## config.mk

```make
export PLATFORM = sky130hd
export DESIGN_NAME = adder_seq
export DESIGN_NICKNAME = d
export VERILOG_FILES = /design/src/rtl/adder_seq_pkg.sv /design/src/rtl/adder_limb.sv /design/src/rtl/adder_seq.sv
export SDC_FILE = /design/constraint.sdc
export NUM_CORES = 2
export LEC_CHECK = 0
export ABC_CLOCK_PERIOD_IN_PS = 4700
export CAP_MARGIN = 20
export CELL_PAD_IN_SITES_DETAIL_PLACEMENT = 1
export CELL_PAD_IN_SITES_GLOBAL_PLACEMENT = 1
export CORE_AREA = 3 3 608 610
export DETAILED_ROUTE_END_ITERATION = 8
export DIE_AREA = 0 0 611 613
export PLACE_DENSITY_LB_ADDON = 0.1
export SYNTH_ARGS = -nofsm -noshare
export SYNTH_HDL_FRONTEND = slang
export SYNTH_SLANG_ARGS = --single-unit
```

## constraint.sdc

```tcl
create_clock -name clock -period 4.7 [get_ports clock]
set_input_delay 0.47 -clock clock [delete_from_list [all_inputs] [get_ports clock]]
set_output_delay 0.47 -clock clock [all_outputs]
set_load 0.005 [all_outputs]
```

## src/rtl/adder_seq_pkg.sv

```systemverilog
`default_nettype none
// ============================================================================
// Module      : adder_seq_pkg
// Description : Shared types and helpers for the adder_seq limb sequencer.
//               - state_t     : sequencer state encoding
//               - idx_width() : width of the limb index counter (minimum 1)
// Revision    : 1.0 - initial release
// ============================================================================
package adder_seq_pkg;

    typedef enum logic [1:0] {
        ST_IDLE = 2'd0,
        ST_RUN  = 2'd1,
        ST_DONE = 2'd2
    } state_t;

    // A single-limb configuration still needs a 1-bit counter so the index
    // signal has a legal, non-zero width.
    function automatic int idx_width(input int limbs);
        return (limbs <= 1) ? 1 : $clog2(limbs);
    endfunction

endpackage : adder_seq_pkg
`default_nettype wire

```

## src/rtl/adder_limb.sv

```systemverilog
`default_nettype none
// ============================================================================
// Module      : adder_limb
// Description : Combinational WIDTH-bit adder, {cout, sum} = a + b + cin.
//               Shared by every limb of a wide operation.
// Ports       : a, b    [WIDTH-1:0] in   limb operands
//               cin              in      carry into bit 0
//               sum     [WIDTH-1:0] out  limb result
//               cout             out     carry out of the MSB
// Revision    : 1.0 - initial release
// ============================================================================
module adder_limb #(
    parameter int WIDTH = 128
) (
    input  logic [WIDTH-1:0] a,
    input  logic [WIDTH-1:0] b,
    input  logic             cin,
    output logic [WIDTH-1:0] sum,
    output logic             cout
);

    assign {cout, sum} = {1'b0, a} + {1'b0, b} + {{WIDTH{1'b0}}, cin};

endmodule : adder_limb
`default_nettype wire

```

## src/rtl/adder_seq.sv

```systemverilog
`default_nettype none
// ============================================================================
// Module      : adder_seq
// Description : Multi-precision add/subtract sequencer. One wide request is
//               accepted, its limbs are processed LSB-first through a single
//               WIDTH-bit adder (one limb per cycle, carry kept in a
//               register), and the full result is returned on a valid/ready
//               output.
// Ports       : clock, reset_n            clock / async active-low reset
//               in_valid, in_ready        request handshake
//               in_a, in_b [LIMBS*WIDTH]  operands
//               in_cin, in_sub            carry/borrow in, 1 = subtract
//               out_valid, out_ready      result handshake
//               out_sum [LIMBS*WIDTH]     result modulo 2^(LIMBS*WIDTH)
//               out_cout                  final carry (sub: 1 = no borrow)
//               busy                      sequencer not idle
//               out_ovf                   signed overflow (ADDER_SEQ_OVF_EN)
// Config      : `define ADDER_SEQ_OVF_EN to add the out_ovf port and logic.
// Revision    : 1.0 - initial release
// ============================================================================
module adder_seq
    import adder_seq_pkg::*;
#(
    parameter int WIDTH = 128,
    parameter int LIMBS = 4
) (
    input  logic                   clock,
    input  logic                   reset_n,
    input  logic                   in_valid,
    output logic                   in_ready,
    input  logic [LIMBS*WIDTH-1:0] in_a,
    input  logic [LIMBS*WIDTH-1:0] in_b,
    input  logic                   in_cin,
    input  logic                   in_sub,
    output logic                   out_valid,
    input  logic                   out_ready,
    output logic [LIMBS*WIDTH-1:0] out_sum,
    output logic                   out_cout,
    output logic                   busy
`ifdef ADDER_SEQ_OVF_EN
    ,
    output logic                   out_ovf
`endif
);

    localparam int             TOTAL  = LIMBS * WIDTH;
    localparam int             KW     = idx_width(LIMBS);
    localparam logic [KW-1:0]  K_LAST = KW'(LIMBS - 1);

    state_t            state;
    state_t            state_next;
    logic [TOTAL-1:0]  a_reg;
    logic [TOTAL-1:0]  b_reg;        // already inverted for subtraction
    logic              carry;
    logic [KW-1:0]     k;
    logic [31:0]       base;
    logic              in_fire;
    logic              last_limb;
    logic [WIDTH-1:0]  limb_a;
    logic [WIDTH-1:0]  limb_b;
    logic [WIDTH-1:0]  limb_sum;
    logic              limb_cout;

    assign in_ready  = (state == ST_IDLE);
    assign out_valid = (state == ST_DONE);
    assign busy      = (state != ST_IDLE);
    assign in_fire   = in_valid && in_ready;
    assign last_limb = (k == K_LAST);

    // Bit offset of the current limb inside the wide operands.
    assign base   = 32'(k) * WIDTH;
    assign limb_a = a_reg[base +: WIDTH];
    assign limb_b = b_reg[base +: WIDTH];

    adder_limb #(
        .WIDTH (WIDTH)
    ) u_limb (
        .a    (limb_a),
        .b    (limb_b),
        .cin  (carry),
        .sum  (limb_sum),
        .cout (limb_cout)
    );

    // ------------------------------------------------------------------
    // State machine
    // ------------------------------------------------------------------
    always_ff @(posedge clock or negedge reset_n) begin
        if (!reset_n) begin
            state <= ST_IDLE;
        end else begin
            state <= state_next;
        end
    end

    always_comb begin
        state_next = state;
        case (state)
            ST_IDLE: if (in_valid)  state_next = ST_RUN;
            ST_RUN:  if (last_limb) state_next = ST_DONE;
            ST_DONE: if (out_ready) state_next = ST_IDLE;
            default:                state_next = ST_IDLE;
        endcase
    end

    // ------------------------------------------------------------------
    // Datapath
    // ------------------------------------------------------------------
    // Subtraction is folded into the operands at accept time:
    // A - B - borrow = A + ~B + ~borrow, so RUN is always a plain add.
    always_ff @(posedge clock or negedge reset_n) begin
        if (!reset_n) begin
            a_reg    <= '0;
            b_reg    <= '0;
            carry    <= 1'b0;
            k        <= '0;
            out_sum  <= '0;
            out_cout <= 1'b0;
        end else begin
            if (in_fire) begin
                a_reg   <= in_a;
                b_reg   <= in_sub ? ~in_b : in_b;
                carry   <= in_sub ? ~in_cin : in_cin;
                k       <= '0;
                out_sum <= '0;
            end else if (state == ST_RUN) begin
                out_sum[base +: WIDTH] <= limb_sum;
                carry                  <= limb_cout;
                if (last_limb) begin
                    out_cout <= limb_cout;
                end else begin
                    k <= k + 1'b1;
                end
            end
        end
    end

`ifdef ADDER_SEQ_OVF_EN
    // On the last limb the limb MSBs are the sign bits of the wide operands.
    always_ff @(posedge clock or negedge reset_n) begin
        if (!reset_n) begin
            out_ovf <= 1'b0;
        end else if ((state == ST_RUN) && last_limb) begin
            out_ovf <= (limb_a[WIDTH-1] == limb_b[WIDTH-1]) &&
                       (limb_sum[WIDTH-1] != limb_a[WIDTH-1]);
        end
    end
`endif

endmodule : adder_seq
`default_nettype wire

```

==> impl_metrics.json <==
{
  "grt_pass1_vias": 66600,
  "via_per_inst": 4.57,
  "wirelength_um": 424000,
  "worst_slack_ps": -282,
  "syn-cell-area_um2": 74500,
  "period_share_pct": 106,
  "grt_pass1_wl_um": 572000,
  "cp.required_ps": 5460,
  "fp-row-count": 222,
  "rsz0062_at_grt": "true",
  "finalClockSkew_ps": 44.5,
  "dr.pass1.iters": 5,
  "ys_ff_latch": 1542,
  "synthMuxAreaShare_pct": 15.5,
  "postRouteAntennaNets": 0,
  "grt_usage_pct": 21.9,
  "worstSkewPairLatency_ps": 910,
  "dp_hpwl_um": 330000,
  "cap_violations": 0,
  "place_area_um2": 103000,
  "failed_checks": "negative setup slack",
  "drc": 0,
  "hold_class": "in2async",
  "status": "complete, but fails checks",
  "cts_buffer_depth": 4,
  "hold_violations": 0,
  "synth_top_area_share_pct": 51.8,
  "syn_nets": 7426,
  "die_x_um": 611,
  "routedWlPerCell_um": 31.1,
  "synth_fa_ha_area_share_pct": 2.25,
  "synthSimpleGateAreaFrac_pct": 6.10,
  "max_freq_mhz": 201,
  "clk_pin_slew_ps": 60,
  "preCtsSetupSlack_ps": -1720,
  "end_kind": "flip-flop",
  "port_buffers": 1545,
  "ys_top_cells_by_count": "dfrtp_1 (1542), a21oi_1 (740), nor2_1 (657)",
  "ys.flop_type": "dfrtp_1",
  "grt-ovfl-total": 0,
  "synth_cell_types": 84,
  "setup_viol": 162,
  "yosysTopAreaCell": "dfrtp_1",
  "final_nets": 9787,
  "synth-edff-count": 0,
  "synth.most_common_cell": "dfrtp_1",
  "cts_sinks": 1542,
  "final-max-slew-violation-count": 0,
  "cts_tree": "built",
  "postSynthAreaPerCell_um2": 11.9,
  "cts-buffers-inserted": 201,
  "synth_top_family_by_area": "multiplexers",
  "fp.dieH_um": 613,
  "post-route-cell-area_um2": 114000,
  "drtIter0Drc": 3735,
  "routabilityCongestion": 0.843,
  "fin_crit_ps": 4980,
  "synth.area.top_cells": "dfrtp_1 (52%), mux2_2 (7.8%), mux4_2 (7.7%)",
  "core_um2": 365000,
  "cts_root_buf": "clkbuf_16",
  "fin_util_pct": 31.2,
  "synth_cells": 6263,
  "h-tree-depth": 4,
  "cp-start-kind": "flip-flop",
  "critPathMaxFanout": 7,
  "arrival_ps": 5740,
  "worstSetupPathType": "reg2reg",
  "drive_above_1_share_pct": 29.2,
  "routed-via-count": 62300,
  "worst_pin_slew_ps": 1190,
  "start_util_pct": 20.4,
  "ys_async_sr_fraction_pct": 100,
  "synth-compound-area-share_pct": 14.2,
  "area_growth_pct": 53.0,
  "antenna_found_initial": 135,
  "yosysWarnings": 0,
  "die_area_um2": 375000,
  "grt_max_degree": 130,
  "max_slew_margin_pct": 20.1,
  "io_pins": 1546,
  "synth_xor_area_share_pct": 7.47,
  "ys_seq_area_share_pct": 51.8
}
## critical path: stages, from the launching register on
cell and delay [ps]:
dfrtp_4 530, buf_12 190, buf_16 170, buf_16 160, buf_6 120, mux4_2 540
ha_4 310, buf_4 120, nand4_1 150, or3_4 460, nor2_2 140, nand2_1 120
or4_4 510, a21oi_4 230, buf_12 170, nor2_4 50, o21ai_4 240, buf_6 170
nor2_2 40, or3_4 350
## path summary, 6_finish.rpt
kind,slack (ps),cells past startpoint,to,startpoint
worst max-delay path,-280,19,out_sum[507],k[0]
worst min-delay path,140,2,a_reg[294],reset_n
worst max register to register,-280,19,out_sum[507],k[0]
worst min register to register,490,2,out_sum[340],out_sum[340]
max in group asynchronous,2880,3,a_reg[133],reset_n
min in group clock,170,2,a_reg[227],in_a[227]
## layer usage
| layer | track usage [%] | up-vias | part of all wire (%) |
|---|---|---|---|
| met3 | 4.57 | 548 | 5.2 |
| met5 | 0 | - | 0.084 |
| met2 | 37.7 | 1649 | 49 |
| met1 | 27.2 | 32600 | 42 |
| met4 | 7.22 | 54 | 3.6 |
| li1 | - | 27400 | - |
## cell usage in the layout, fill, tap and decap left out, types with 22 or more instances in the layout
master / n
clkdlybuf4s50_1: 1543
dfrtp_1: 1540
buf_4: 880
a21oi_1: 683
nor2_1: 638
xnor2_1: 565
mux2_2: 513
a22o_1: 480
mux4_2: 256
clkbuf_16: 207
nand2_1: 173
buf_12: 104
buf_6: 82
o21ai_0: 72
nand4_1: 69
ha_4: 62
ha_1: 59
a21o_1: 51
clkbuf_8: 51
inv_1: 47
a21oi_2: 44
clkbuf_1: 42
o21bai_1: 41
diode_2: 40
clkinv_2: 35
o21ai_2: 30
xor2_1: 29
o21ai_1: 27
nand3_1: 27
nor3_1: 25
xnor2_2: 22
## cells by family after synthesis
family	Yosys count
multiplexers	772
AND/OR/NAND/NOR	1067
adder cells (fa/ha/maj)	133
AO/OA/AOI/OAI	1589
flip-flops	1542
buffers and inverters	526
XOR/XNOR	634
## area by class of cell
class,instances,area (um^2)
timing repair buffer,2637,25700
fill,39700,251000
clock buffer,298,5990
inverter,47,176
clock inverter,62,728
multi-input combinational,4195,36700
antenna,40,100
tap,4816,6030
sequential,1542,38600
## per-stage QoR
stage,hold WS [ps],setup TNS [ps],std cells
after global placement,472,-215170,13100
final,145,-15230,13600
after CTS,62.6,-41100,13600
after global routing,104,-59710,13600
after floorplan,174,0,6263
after detailed placement,479,-213980,13100
## timing repair
action,CTS,global route
resized for setup,378,242
setup buffers,55,42
setup endpoints to repair,359,338
cloned,8,1
hold buffers,1,0
hold endpoints to repair,63,0
pin swaps,68,141
Power is not shown: default switching activity piles up to over one toggle a cycle in this logic, so the estimate is an artifact.
